File: config.mk
export PLATFORM = sky130hd
export DESIGN_NAME = rf_wb_queue
export DESIGN_NICKNAME = d
export VERILOG_FILES = /design/src/rtl/rf_wb_queue.sv
export SDC_FILE = /design/constraint.sdc
export NUM_CORES = 1
export LEC_CHECK = 0
export BUFFER_PORTS_ARGS = -buffer_cell sky130_fd_sc_hd__buf_2
export CAP_MARGIN = 40
export CORE_MARGIN = 10
export CORE_UTILIZATION = 46
export CTS_CLUSTER_DIAMETER = 100
export DETAILED_ROUTE_END_ITERATION = 16
export PLACE_DENSITY = 0.79
export SLEW_MARGIN = 10
export SYNTH_ARGS = -nofsm -noshare
export SYNTH_HDL_FRONTEND = slang
export SYNTH_SLANG_ARGS = --single-unit
File: constraint.sdc
create_clock -name clk -period 2.6 [get_ports clk]
set_input_delay 0.13 -clock clk [delete_from_list [all_inputs] [get_ports clk]]
set_output_delay 0.13 -clock clk [all_outputs]
set_load 0.05 [all_outputs]
File: src/rtl/rf_wb_queue.sv
// rf_wb_queue: register-file write-back queue.
//   Buffers register-file writes (destination, data, extension bits) in a
//   DEPTH-entry circular FIFO and presents the oldest entry on a
//   valid/ready write-back port. Also provides a combinational bypass lookup
//   (q_reg -> q_hit/q_data) over the queued and in-flight entries.
// Ports:
//   clk, rst_n                 clock, synchronous active-low reset
//   in_valid/in_ready          request handshake
//   instr, opcode, jal         destination select and data select
//   lwra_data, stack_data,
//   stackmux_data              candidate data sources
//   wb_valid/wb_ready          write-back handshake
//   write_reg/_data/_data_ext  head entry
//   flush                      empty the queue at the next edge
//   count, overflow            occupancy, sticky dropped-request flag
//   q_reg/q_hit/q_data         bypass lookup
module rf_wb_queue #(
  parameter int              DW       = 8,
  parameter int              AW       = 11,
  parameter int              RW       = 3,
  parameter int              DEPTH    = 4,
  parameter logic [RW-1:0]   LINK_REG = 3'b011,
  parameter logic [4:0]      JAL_OP   = 5'b11011,
  localparam int             EW       = AW - DW,
  localparam int             PW       = $clog2(DEPTH),
  localparam int             CW       = PW + 1
) (
  input  logic          clk,
  input  logic          rst_n,
  input  logic          in_valid,
  output logic          in_ready,
  input  logic [15:0]   instr,
  input  logic [4:0]    opcode,
  input  logic          jal,
  input  logic [AW-1:0] lwra_data,
  input  logic [AW-1:0] stack_data,
  input  logic [DW-1:0] stackmux_data,
  output logic          wb_valid,
  input  logic          wb_ready,
  output logic [RW-1:0] write_reg,
  output logic [DW-1:0] write_data,
  output logic [EW-1:0] write_data_ext,
  input  logic          flush,
  output logic [CW-1:0] count,
  output logic          overflow,
  input  logic [RW-1:0] q_reg,
  output logic          q_hit,
  output logic [DW-1:0] q_data
);

  typedef struct packed {
    logic [RW-1:0] rg;
    logic [DW-1:0] data;
    logic [EW-1:0] ext;
  } entry_t;

  entry_t        mem [DEPTH];
  entry_t        new_e;
  logic [PW-1:0] rd_ptr, wr_ptr, idx;
  logic [CW-1:0] count_q;
  logic          push, pop;

  // Destination is chosen by opcode alone; jal only steers the data source.
  always_comb begin
    new_e.rg   = (opcode == JAL_OP) ? LINK_REG : instr[RW-1:0];
    new_e.data = jal ? lwra_data[DW-1:0]  : stackmux_data;
    new_e.ext  = jal ? lwra_data[AW-1:DW] : stack_data[AW-1:DW];
  end

  assign count          = count_q;
  assign wb_valid       = (count_q != '0);
  assign in_ready       = (count_q < CW'(DEPTH)) || (wb_valid && wb_ready);
  assign push           = in_valid && in_ready;
  assign pop            = wb_valid && wb_ready;
  // Head is read straight from storage, so outputs only change at an edge.
  assign write_reg      = mem[rd_ptr].rg;
  assign write_data     = mem[rd_ptr].data;
  assign write_data_ext = mem[rd_ptr].ext;

  always_ff @(posedge clk) begin
    if (!rst_n) begin
      rd_ptr   <= '0;
      wr_ptr   <= '0;
      count_q  <= '0;
      overflow <= 1'b0;
      for (int i = 0; i < DEPTH; i++) mem[i] <= '0;
    end else begin
      if (in_valid && !in_ready) overflow <= 1'b1;
      if (flush) begin
        rd_ptr  <= '0;
        wr_ptr  <= '0;
        count_q <= '0;
      end else begin
        // Pointers are PW bits wide, so increment wraps modulo DEPTH.
        if (push) begin
          mem[wr_ptr] <= new_e;
          wr_ptr      <= wr_ptr + 1'b1;
        end
        if (pop) rd_ptr <= rd_ptr + 1'b1;
        if (push && !pop)      count_q <= count_q + 1'b1;
        else if (pop && !push) count_q <= count_q - 1'b1;
      end
    end
  end

  // Bypass: walk oldest to youngest so the last match (youngest) wins.
  // The head is skipped when it pops this cycle; an accepted push is
  // treated as the youngest entry of all.
  always_comb begin
    q_hit  = 1'b0;
    q_data = '0;
    idx    = '0;
    for (int k = 0; k < DEPTH; k++) begin
      idx = rd_ptr + PW'(k);
      if ((CW'(k) < count_q) && !(k == 0 && pop) && (mem[idx].rg == q_reg)) begin
        q_hit  = 1'b1;
        q_data = mem[idx].data;
      end
    end
    if (push && !flush && (new_e.rg == q_reg)) begin
      q_hit  = 1'b1;
      q_data = new_e.data;
    end
  end

endmodule

; Yosys cells after proc, flatten, opt, wreduce, memory -nomap -nowiden
; Memories as Yosys holds them, arrays and structs flattened. A register that Yosys moved wholly into a read port is not among the register bits.
; Index checks and enable logic that the tools add are counted.
[op_classes]
shift = 0
bitwise = 1
reduce_logical = 21
div_mod_pow = 0
multipliers = 0
n_addsub = 6
magnitude_cmp = 5
eq_ne = 6
mux = 25
[ops]
columns = operator, n
row1 = 2-to-1 mux 8 bit, 6
row2 = == test 3 bit, 5
row3 = 2-to-1 mux 14 bit, 1
row4 = OR reduction 14 bit, 1
row5 = logical AND 1 bit, 12
row6 = 2-to-1 mux 3 bit, 4
row7 = 2-to-1 mux 1 bit, 11
row8 = "less-than comparator 1 x 3 -> 1 bit, first input constant", 2
row9 = "less-than comparator 2 x 3 -> 1 bit, first input constant", 2
row10 = 2-to-1 mux 2 bit, 3
row11 = "== test 5 bit, second input constant", 1
row12 = "adder 2 x 1 -> 2 bit, second input constant", 2
row13 = "adder 2 bit, second input constant", 2
row14 = zero test 1 bit, 4
row15 = "adder 3 x 1 -> 3 bit, second input constant", 1
row16 = "less-than comparator 3 bit, second input constant", 1
row17 = nonzero test 3 bit, 1
row18 = "subtractor 3 x 1 -> 3 bit, second input constant", 1
row19 = nonzero test 2 bit, 1
row20 = OR reduction 2 bit, 1
row21 = logical OR 1 bit, 1
row22 = NOT 1 bit, 1
[totals]
ramBits = 56
in_bits = 60
wordCells = 69
n_memories = 1
mem_bits_ro = 0
out_inout_bits = 29
latchBits = 0
ff_bits = 8
[memory_table]
columns = name, words, word_bits, rd, rd_ports_with_merged_regs, wr, line_no
row1 = mem, 4, 14, 4, 1, 4, 57  ; entry_t mem [DEPTH];

; Longest topological paths before layout
; Gate-level depths: netlist of run 1.
[logic_depth]
word_depth = 10
mapped_depth = 9
mapped_depth_nobuf = 9

; Worst setup path after synthesis of run 1
; OpenSTA, ideal clock, no wires.
[synth_timing]
kind = register to register
startpoint = register count_q[2], in the netlist count[2]
endpoint = memory mem[0][0] in the netlist's numbering (enable)
arrival_ns = 2.758
synth_period_minus_slack_ns = 3.162
setup_time_ns = 0.404
t_required_ns = 2.196
n_path_buf = 1
slack_ns = -0.562
path_stages_with_launch = 6
path_cell_list = dfxtp_1 > nand2b_1 > nand2_1 > or2_2 > clkbuf_1 > o21ai_0
[synth_lines]
columns = element, line_no
row1 = "start, declared", 60  ; logic [CW-1:0] count_q;
row2 = "start signal, assigned", 100  ; if (push && !pop) count_q <= count_q + 1'b1;
row3 = "start signal, assigned", 101  ; else if (pop && !push) count_q <= count_q - 1'b1;
row4 = "end, declared", 57

==> summary.txt, run 1 <==
Logic synthesis
  • Yosys warnings: 0
  • Multiplexer area fraction after synthesis: 0.259
  • Number of flops mapped to enable cells by yosys: 56
  • Post-Synth Adder-Cell Area: 0.0136
  • Syn Inst Count: 382
  • Mapped Nets: 447
  • Top FF cell, synth: edfxtp_1
  • Seq/Total Area, Yosys: 0.410
  • Main combinational cell family by area after synthesis: multiplexers
  • Mapped Area: approximately 0.0046 mm^2
  • Avg Synthesized Cell Area: 12.0 um^2
  • FF+latch count, synth: 66
  • Distinct cells, synth: 43
  • Synth Area in Simple Gates: 0.116
  • Post-synth ARST share: 0
  • Synth Area in Compound Gates: 0.0965
  • Post-Synth XOR/XNOR Area: 0.0381

Cells and area
  • Area growth syn-to-layout: 19.5%
  • Layout Nets: 528
  • Layout cells sized above 1: 0.385
  • N_diodes: 0
  • Final Util: 0.564

Route
  • WL final: around 12000 um
  • Avg Vias per Cell: 6.06
  • Detail Route Antenna Nets: 0
  • Drt wl/cell: 20.7 um
  • DR iter-0 viols: 375
  • Total number of vias: 3641
  • DR DRC count: 0
  • Router iterations before antenna repair: 7

Power
  • Cell Pwr Density: 501 mW/mm^2
  • Worst vdd ir: 0.274 mV
  • Pleak: 2.15 nW

STA
  • Max_slew headroom: 0.601
  • Worst setup margin: -0.272 ns
  • Fmax: 348 MHz
  • Final Hold Fails: 0
  • Tightest Pin Transition: 0.582 ns
  • RSZ-0062 raised after global routing: true
  • Setup Viol. Count Final: 9
  • Slew Viols, Final: 0
  • Crit share post-route: 1.10
  • Final min period: 2.87 ns
  • Clock skew: 0.0104 ns

Die
  • # rows: 36
  • Die Wd: ~120 um
  • Die H: 120 um
  • Core ar.: 0.00973 mm^2
  • DIE AREA: 0.0144 mm^2
  • I/O pin count: 89
  • Starting Density: 0.472

Worst setup path
  • CP Capture Point: q_data[0]
  • RR Startpoint: count[2]
  • Crit path from: mem[2][12]
  • CP Max Fanout: 5
  • CP required: roughly 2.5 ns
  • Reg-to-reg slack, setup: 0.50 ns
  • CP Data Arrival Time: 2.74 ns
  • CP startpoint kind: register
  • CP endpoint kind: primary output
  • Crit Path Category: reg -> out
  • Reg-to-reg critical path endpoint: mem[0][3]
  • Worst R2R Path Depth: 6

Placed design
  • # port buffers: 67
  • Dpl ws: -0.0303 ns
  • Global placement routability congestion: 0.926
  • DP HPWL: about 9100 um

Min path
  • HP Class: in -> reg

Outcome
  • Failing checks: negative setup slack
  • Status: finished, violations left

Clocking
  • Clock buffer count from CTS: 9
  • Clock Latency Late Sink: 0.35 ns
  • Hold buffer count at CTS: 0
  • Worst-path clk slew: 0.08 ns
  • H-Tree Depth: 3
  • TritonCTS clock tree: yes
  • Root buffer cell: clkbuf_8
  • Clock buffer depth: 2
  • Clk sink count: 66

Global route
  • Number of global-route vias before repair: 3811
  • Global Route Usage Sum: 0.172
  • Total grt overflow: 0
  • First-pass GRT wire length: 19700 um
  • Number of antenna violations at the first check in global routing: 0
  • Pin count of the biggest net entering global routing: 27

Flow run
  • Max Cap Viol: 0
[cell families after synthesis]
group                      count (synthesis)
buffers and inverters                     56
xor gates and xnor gates                  20
AOI/OAI and AO/OA                         57
and+or+nand+nor                          118
adders and majority gates                  5
DFF                                       66
muxes                                     60
[layer usage]
metal  GRT usage  up-vias  part of all wire
li1            -     1619                 -
met1       0.201     1749              0.37
met2       0.293      235              0.51
met3      0.0431       38             0.092
met4      0.0732        0             0.029
met5           0        -                 0
[layout by cell type (no fill, tap or decap), types with 6 or more instances in the layout]
cell,count
edfxtp_1,56
nor2_1,68
o21ai_0,17
xnor2_1,7
mux4_2,36
clkbuf_8,9
dfxtp_1,6
o311ai_1,8
buf_6,11
nand2_1,9
xor2_1,8
inv_1,29
buf_2,58
buf_4,26
a211oi_1,7
nor3_1,12
mux2i_1,16
or3_1,9
[worst max-delay path: stages, from the launching register on]
cell and delay [ns]:
edfxtp_1 0.45, mux4_2 0.53, xor2_2 0.17, a2111oi_4 0.46, buf_6 0.19, a211oi_1 0.05
a221o_2 0.38, buf_6 0.16
[cell type report]
cell class / instances / area [um^2]
clock inverter: 7 / 67.6
multi-input combinational: 260 / 2470
inverter: 29 / 109
fill: 808 / 4240
tap: 133 / 166
sequential: 66 / 1890
timing repair buffer: 97 / 662
clock buffer: 9 / 124
[cell usage after synthesis (10+ instances only)]
library cell	count	area [um^2]
nor2_1	68	255
edfxtp_1	56	1680
mux4_2	33	743
inv_1	29	109
o21ai_0	18	90.1
mux2i_1	16	160
nor3_1	12	60.1
clkbuf_1	11	41.3
xnor2_1	11	96.3
dfxtp_1	10	200
nand2_1	10	37.5
or3_1	10	62.6
[power by group]
group / internal (W) / total [W] / leakage [nW] / switching [W]
Combinational: 0.000253 / 0.000652 / 1.39 / 0.000398
Sequential: 0.00120 / 0.00125 / 0.662 / 0.0000498
Clock: 0.000439 / 0.000850 / 0.0947 / 0.000411
Total: 0.00189 / 0.00275 / 2.15 / 0.000860
[registers in the layout, summed over array words and instances (netlist names), named ones only]
signal and count:
rd_ptr 2, count 3, wr_ptr 2, mem 56
overflow 1
[worst min-delay path by stage]
stage	start	to	slack [ns]	cells after the start
finish	rst_n	overflow	0.06	2
floorplan	rst_n	overflow	0.25	1
global placement	rst_n	overflow	0.43	2
detailed placement	rst_n	overflow	0.44	2
global route	rst_n	overflow	0.07	2
CTS	rst_n	overflow	0.06	2
[metrics by stage]
stage / hold WS [ns] / TNS, ns / area [um^2] / instances / power, W
after global placement: 0.427 / 0 / 5090 / 577 / 0.00186
after floorplan: 0.248 / 0 / 4610 / 382 / 0.00171
after CTS: 0.0563 / -1.57 / 5410 / 596 / 0.00273
after detailed placement: 0.438 / -0.0527 / 5090 / 577 / 0.00188
final: 0.0618 / -2.11 / 5490 / 601 / 0.00275
after global routing: 0.0683 / -2.82 / 5490 / 601 / 0.00286
[timing repair]
action                                  4_1_cts  5_1_grt
setup buffers                                 1        4
pin swaps                                     2        4
endpoints found under the setup margin        9        9
cloned                                        2        1
resized for setup                            34       16
(Power assumes the default switching activity.)
==> run 2, diff against run 1 <==
--- a/config.mk
+++ b/config.mk
@@ -12,4 +12,5 @@
 export CTS_CLUSTER_DIAMETER = 100
 export DETAILED_ROUTE_END_ITERATION = 16
+export GPL_TIMING_DRIVEN = 0
 export PLACE_DENSITY = 0.79
 export SLEW_MARGIN = 10
==> constraint.sdc (replaced) <==
create_clock -name clk -period 2.6 [get_ports clk]
set_input_delay 0.26 -clock clk [delete_from_list [all_inputs] [get_ports clk]]
set_output_delay 0.26 -clock clk [all_outputs]
set_load 0.05 [all_outputs]
==> run 2 against run 1 <==
The run still ends with negative setup slack left. Non-clock buffer count grew 5. Clock skew grew 0.0074 ns. Via count increased by 3.4%. Utilization is 3.3 points higher. First-iteration DRC count fell by 7.5%. Maximum frequency decreased by 3.2%. Sequential share of layout area is 2.0 points lower. Cell area increased by 5.8%. Sequential cell count is the same. Clock power grew 1%. Critical path type unchanged. Critical endpoint is now q_data[4]. Highest routed layer unchanged.
==> summary.txt, run 2 (synthesis gave the netlist of run 1 again) <==
Clocking
  • Hold buffer count at CTS: 0 (unchanged)
  • Clock Latency Late Sink: 0.35 ns (about the same)
  • Clock buffer depth: 2 (unchanged)
  • H-Tree Depth: 3 (unchanged)
  • TritonCTS clock tree: yes (unchanged)
  • Clock buffer count from CTS: 9 (unchanged)
  • Worst-path clk slew: 0.08 ns (about the same)
  • Clk sink count: 66 (unchanged)
  • Root buffer cell: clkbuf_8 (unchanged)

Placed design
  • Placed instance area: 0.00511 mm^2 (was 0.00509 mm^2)
  • Dpl ws: -0.493 ns (was -0.0303 ns)
  • DP HPWL: 9210 um (was 9100 um)
  • # port buffers: 65 (was 67)
  • Global placement routability congestion: 0.915 (was 0.926)
  • Dpl cells: 580 (was 577)

STA
  • Clock skew: 0.0178 ns (was 0.0104 ns)
  • Fmax: 337 MHz (was 348 MHz)
  • Slew Viols, Final: 0 (unchanged)
  • Final min period: 2.97 ns (was 2.87 ns)
  • Aggregate negative setup slack: -2.75 ns (was -2.11 ns)
  • RSZ-0062 raised after global routing: true (unchanged)
  • Tightest Pin Transition: 0.842 ns (was 0.582 ns)
  • Crit share post-route: 1.14 (was 1.10)
  • Final Hold Fails: 0 (unchanged)
  • Worst setup margin: -0.367 ns (was -0.272 ns)
  • Max_slew headroom: 0.438 (was 0.601)
  • Setup Viol. Count Final: 9 (unchanged)

Die
  • I/O pin count: 89 (unchanged)
  • Die Wd: 120 um (unchanged)
  • Die H: 120 um (unchanged)
  • # rows: 36 (unchanged)
  • Starting Density: 0.472 (unchanged)
  • DIE AREA: 0.0144 mm^2 (unchanged)
  • Core ar.: 0.00973 mm^2 (unchanged)

Route
  • WL final: 13300 um (was 12400 um)
  • DR DRC count: 0 (unchanged)
  • Total number of vias: 3764 (was 3641)
  • Drt wl/cell: 21.9 um (was 20.7 um)
  • Detail Route Antenna Nets: 0 (unchanged)
  • Avg Vias per Cell: 6.19 (was 6.06)
  • Router iterations before antenna repair: 6 (was 7)
  • DR iter-0 viols: 347 (was 375)

Worst setup path
  • CP Max Fanout: 7 (was 5)
  • CP endpoint kind: primary output (unchanged)
  • Critical path's largest stage delay: 0.52 ns (was 0.53 ns)
  • Cell family with most CP delay: compound AO/OA/AOI/OAI gates (unchanged)
  • Sequence of cells on the critical path: mux4_2, xnor2_2, nand2_2, a2111oi_4, buf_6, buf_12, a211oi_2, a221o_2, buf_8 (was mux4_2, xor2_2, a2111oi_4, buf_6, a211oi_1, a221o_2, buf_6)
  • Critical path buffer and inverter count: 3 (was 2)
  • Critical path's slowest cell: mux4_2 (unchanged)
  • CP Data Arrival Time: 2.71 ns (was 2.74 ns)
  • CP startpoint kind: register (unchanged)
  • Crit Path Category: reg -> out (unchanged)
  • CP required: 2.34 ns (was 2.47 ns)

Cells and area
  • Largest register FFs: 56 (unchanged)
  • Most common cell after layout, fill and taps aside: nor2_1 (unchanged)
  • Register name with the most flops: mem (unchanged)
  • Post-Layout Cell Count: 608 (was 601)
  • Layout cells sized above 1: 0.432 (was 0.385)
  • Layout Nets: 535 (was 528)
  • Most frequent cells in the layout: nor2_1, buf_2, edfxtp_1, mux4_2, inv_1 (unchanged)
  • N_diodes: 0 (unchanged)
  • Area growth syn-to-layout: 26.5% (was 19.5%)
  • Final Util: 0.597 (was 0.564)
  • Post-route cell area: 0.00581 mm^2 (was 0.00549 mm^2)

Global route
  • Total grt overflow: 0 (unchanged)
  • Number of global-route vias before repair: 3980 (was 3811)
  • Number of antenna violations at the first check in global routing: 0 (unchanged)
  • First-pass GRT wire length: 20500 um (was 19700 um)
  • Met2 usage: 0.305 (was 0.293)
  • GR Layer Usage met1: 0.214 (was 0.201)
  • Global Route Usage Sum: 0.177 (was 0.172)
  • Busiest grt layer: met2 (unchanged)
  • Met3 usage: 0.0370 (was 0.0431)
  • Pin count of the biggest net entering global routing: 15 (was 27)

Flow run
  • Max Cap Viol: 0 (unchanged)

Outcome
  • Status: finished, violations left (unchanged)
  • Failing checks: negative setup slack (unchanged)

Power
  • Worst vdd ir: 0.295 mV (was 0.274 mV)
  • Pleak: 2.21 nW (was 2.15 nW)
  • Cell Pwr Density: 490 mW/mm^2 (was 501 mW/mm^2)

Min path
  • HP Class: in -> reg (unchanged)
run 2: final cells by class:
| class | count | area, um^2 |
|---|---|---|
| inverters | 29 | 109 |
| repair buffers | 77 | 515 |
| multi-input cells | 262 | 2720 |
| plain buffers | 25 | 215 |
| well taps | 133 | 166 |
| fillers | 763 | 3920 |
| clock inverters | 7 | 67.6 |
| flip-flops and latches | 66 | 1890 |
| clock buffers | 9 | 124 |
run 2: report_power, final:
| group | switching (W) | leakage [nW] | internal, W | total [W] |
|---|---|---|---|---|
| Clock | 0.000422 | 0.0947 | 0.000439 | 0.000862 |
| Sequential | 0.0000522 | 0.661 | 0.00120 | 0.00125 |
| Combinational | 0.000449 | 1.45 | 0.000283 | 0.000731 |
| Total | 0.000923 | 2.21 | 0.00192 | 0.00285 |
run 2: final timing paths:
check	start	end	depth (start not counted)	slack, ns
worst min register to register	overflow	overflow	1	0.48
worst max-delay path	mem[0][11]	q_data[4]	9	-0.37
worst min-delay path	rst_n	overflow	2	0.22
worst max register to register	count[2]	mem[0][7]	5	0.33
run 2: metrics by stage:
| step | hold WS (ns) | power [W] |
|---|---|---|
| 2_1_floorplan | 0.378 | 0.00171 |
| 3_3_place_gp | 0.444 | 0.00185 |
| 3_5_place_dp | 0.453 | 0.00188 |
| 4_1_cts | 0.203 | 0.00277 |
| 5_1_grt | 0.215 | 0.00293 |
| 6_report | 0.215 | 0.00285 |
run 2: timing repair:
action                     in CTS  in global routing
gates resized for setup        50                 53
setup endpoints to repair       9                 11
cloned                          0                  2
buffers inserted                9                  3
pin swaps                       8                  7
run 2: per-layer routing:
layer | vias to the layer above | part of all wire
met2 | 226 | 0.52
met4 | 0 | 0.020
met3 | 29 | 0.077
met5 | - | 0
met1 | 1876 | 0.39
li1 | 1633 | -
==> run 3, diff against run 2 <==
- CORE_MARGIN: 10 -> 5
==> run 3 against run 2 <==
The run still ends with negative setup slack left. Combinational power decreased by 7.0%. Sequential power is essentially flat. Wire length down 7.1%. Utilization down 2.0 points. Critical path depth up 2. Cell area shrank 3.0%. Clock power shrank 11%. Maximum frequency fell by 0.42%. Global-route usage rose by 3.5 points. Die area down 16%. Via count shrank 3.1%. Non-clock buffer count is 4 higher. Critical path type unchanged. Critical endpoint is now q_data[6].
==> summary.txt, run 3 (synthesis gave the netlist of run 1 again) <==
Outcome
  • Status: finished, violations left (unchanged)
  • Failing checks: negative setup slack (unchanged)

Global route
  • Number of global-route vias before repair: 3757 (was 3980)
  • Total grt overflow: 0 (unchanged)
  • Pin count of the biggest net entering global routing: 15 (unchanged)
  • Number of antenna violations at the first check in global routing: 0 (unchanged)
  • Global Route Usage Sum: 0.211 (was 0.177)
  • First-pass GRT wire length: 19400 um (was 20500 um)

STA
  • RSZ-0062 raised after global routing: true (unchanged)
  • Hold slack final: 0.213 ns (was 0.215 ns)
  • Final min period: 2.98 ns (was 2.97 ns)
  • Clock skew: 0.0100 ns (was 0.0178 ns)
  • Slew Viols, Final: 0 (unchanged)
  • Crit share post-route: 1.15 (was 1.14)
  • Max_slew headroom: 0.437 (was 0.438)
  • Fmax: 336 MHz (was 337 MHz)
  • Worst setup margin: -0.379 ns (was -0.367 ns)
  • Tightest Pin Transition: 0.845 ns (was 0.842 ns)
  • Final Hold Fails: 0 (unchanged)
  • Setup Viol. Count Final: 9 (unchanged)

Worst setup path
  • CP required: 2.34 ns (about the same)
  • CP Max Fanout: 8 (was 7)
  • Critical path's slowest cell: a221o_2 (was mux4_2)
  • Critical path's largest stage delay: 0.38 ns (was 0.52 ns)
  • CP startpoint kind: register (unchanged)
  • CP endpoint kind: primary output (unchanged)
  • Sequence of cells on the critical path: buf_8, buf_6, mux2i_2, xor2_1, nor2_2, a2111oi_4, buf_4, buf_6, a211oi_2, a221o_2, buf_8 (was mux4_2, xnor2_2, nand2_2, a2111oi_4, buf_6, buf_12, a211oi_2, a221o_2, buf_8)
  • Crit Path Category: reg -> out (unchanged)
  • CP Data Arrival Time: 2.72 ns (was 2.71 ns)

Clocking
  • H-Tree Depth: 3 (unchanged)
  • Clk sink count: 66 (unchanged)
  • Hold buffer count at CTS: 0 (unchanged)
  • TritonCTS clock tree: yes (unchanged)
  • Clock Latency Late Sink: 0.35 ns (about the same)
  • Root buffer cell: clkbuf_8 (unchanged)
  • Clock buffer count from CTS: 9 (unchanged)
  • Worst-path clk slew: 0.08 ns (about the same)
  • Clock buffer depth: 2 (unchanged)

Die
  • # rows: 36 (unchanged)
  • I/O pin count: 89 (unchanged)
  • Die H: 110 um (was 120 um)
  • Die Wd: 110 um (was 120 um)
  • Core ar.: 0.00977 mm^2 (was 0.00973 mm^2)
  • Starting Density: 0.470 (was 0.472)
  • DIE AREA: 0.0121 mm^2 (was 0.0144 mm^2)

Cells and area
  • Area growth syn-to-layout: 22.8% (was 26.5%)
  • Layout cells sized above 1: 0.415 (was 0.432)
  • Layout Nets: 537 (was 535)
  • Largest register FFs: 56 (unchanged)
  • Register name with the most flops: mem (unchanged)
  • N_diodes: 0 (unchanged)
  • Most frequent cells in the layout: nor2_1, buf_2, edfxtp_1, mux4_2, inv_1 (unchanged)
  • Most common cell after layout, fill and taps aside: nor2_1 (unchanged)
  • Final Util: 0.577 (was 0.597)
  • FILL cells: 788 (was 763)

Placed design
  • # port buffers: 65 (unchanged)
  • Global placement routability congestion: 0.883 (was 0.915)
  • DP HPWL: 8780 um (was 9210 um)

Flow run
  • Max Cap Viol: 0 (unchanged)

Route
  • Detail Route Antenna Nets: 0 (unchanged)
  • DR DRC count: 0 (unchanged)
  • WL final: 12400 um (was 13300 um)
  • Avg Vias per Cell: 5.98 (was 6.19)
  • Drt wl/cell: 20.3 um (was 21.9 um)
  • Total number of vias: 3648 (was 3764)
  • Router iterations before antenna repair: 5 (was 6)
  • DR iter-0 viols: 311 (was 347)

Power
  • Cell Pwr Density: 479 mW/mm^2 (was 490 mW/mm^2)
  • Worst vdd ir: 0.330 mV (was 0.295 mV)
  • Pleak: 2.17 nW (was 2.21 nW)

Min path
  • HP Class: in -> reg (unchanged)
run 3: layout make-up:
class                   count  area [um^2]  share of cell area
multi-input cells         260         2570               0.455
flip-flops and latches     66         1890               0.335
repair buffers             81          541              0.0959
plain buffers              25          199              0.0353
well taps                 133          166              0.0295
clock buffers               9          124              0.0220
inverters                  29          109              0.0193
clock inverters             7         45.0             0.00799
run 3: power by group:
group	total [W]	switching, W	leakage, nW	internal [W]
Sequential	0.00125	0.0000485	0.661	0.00120
Combinational	0.000680	0.000414	1.43	0.000265
Clock	0.000769	0.000427	0.0791	0.000342
run 3: final timing paths:
kind	cells past startpoint	from	to	slack, ns
setup / recovery	11	rd_ptr[0]	q_data[6]	-0.38
hold / removal	2	rst_n	overflow	0.21
setup reg to reg	5	count[2]	mem[2][5]	0.18
hold reg to reg	1	overflow	overflow	0.47
run 3: through the flow:
step,setup slack (ns),TNS [ns],cell area [um^2],total power [W],std cells
floorplan,0.0150,0,4610,0.00171,382
global placement,-0.404,-3.14,5110,0.00185,580
detailed placement,-0.521,-4.01,5110,0.00187,580
CTS,-0.319,-2.52,5500,0.00267,600
global route,-0.480,-3.80,5640,0.00280,610
finish,-0.379,-3.10,5640,0.00270,610
run 3: timing repair:
item / CTS / global route
pin swaps: 9 / 10
setup endpoints to repair: 9 / 10
cloned: 0 / 1
setup buffers: 5 / 11
gates resized for setup: 55 / 22
run 3: routing by layer:
| metal | up-vias | track usage | routed length [um] |
|---|---|---|---|
| met5 | - | 0 | 0 |
| met4 | 0 | 0.0730 | 182 |
| met3 | 21 | 0.0593 | 1260 |
| met2 | 224 | 0.351 | 6170 |
| met1 | 1773 | 0.265 | 4750 |
| li1 | 1630 | - | - |
run 3: critical path: cells and delay by family (launching register included):
family,cells,cell delay (ns)
compound gates,3,0.76
buf+inv,5,0.71
flops,1,0.34
xor+xnor,1,0.28
mux,1,0.20
simple gates,1,0.10
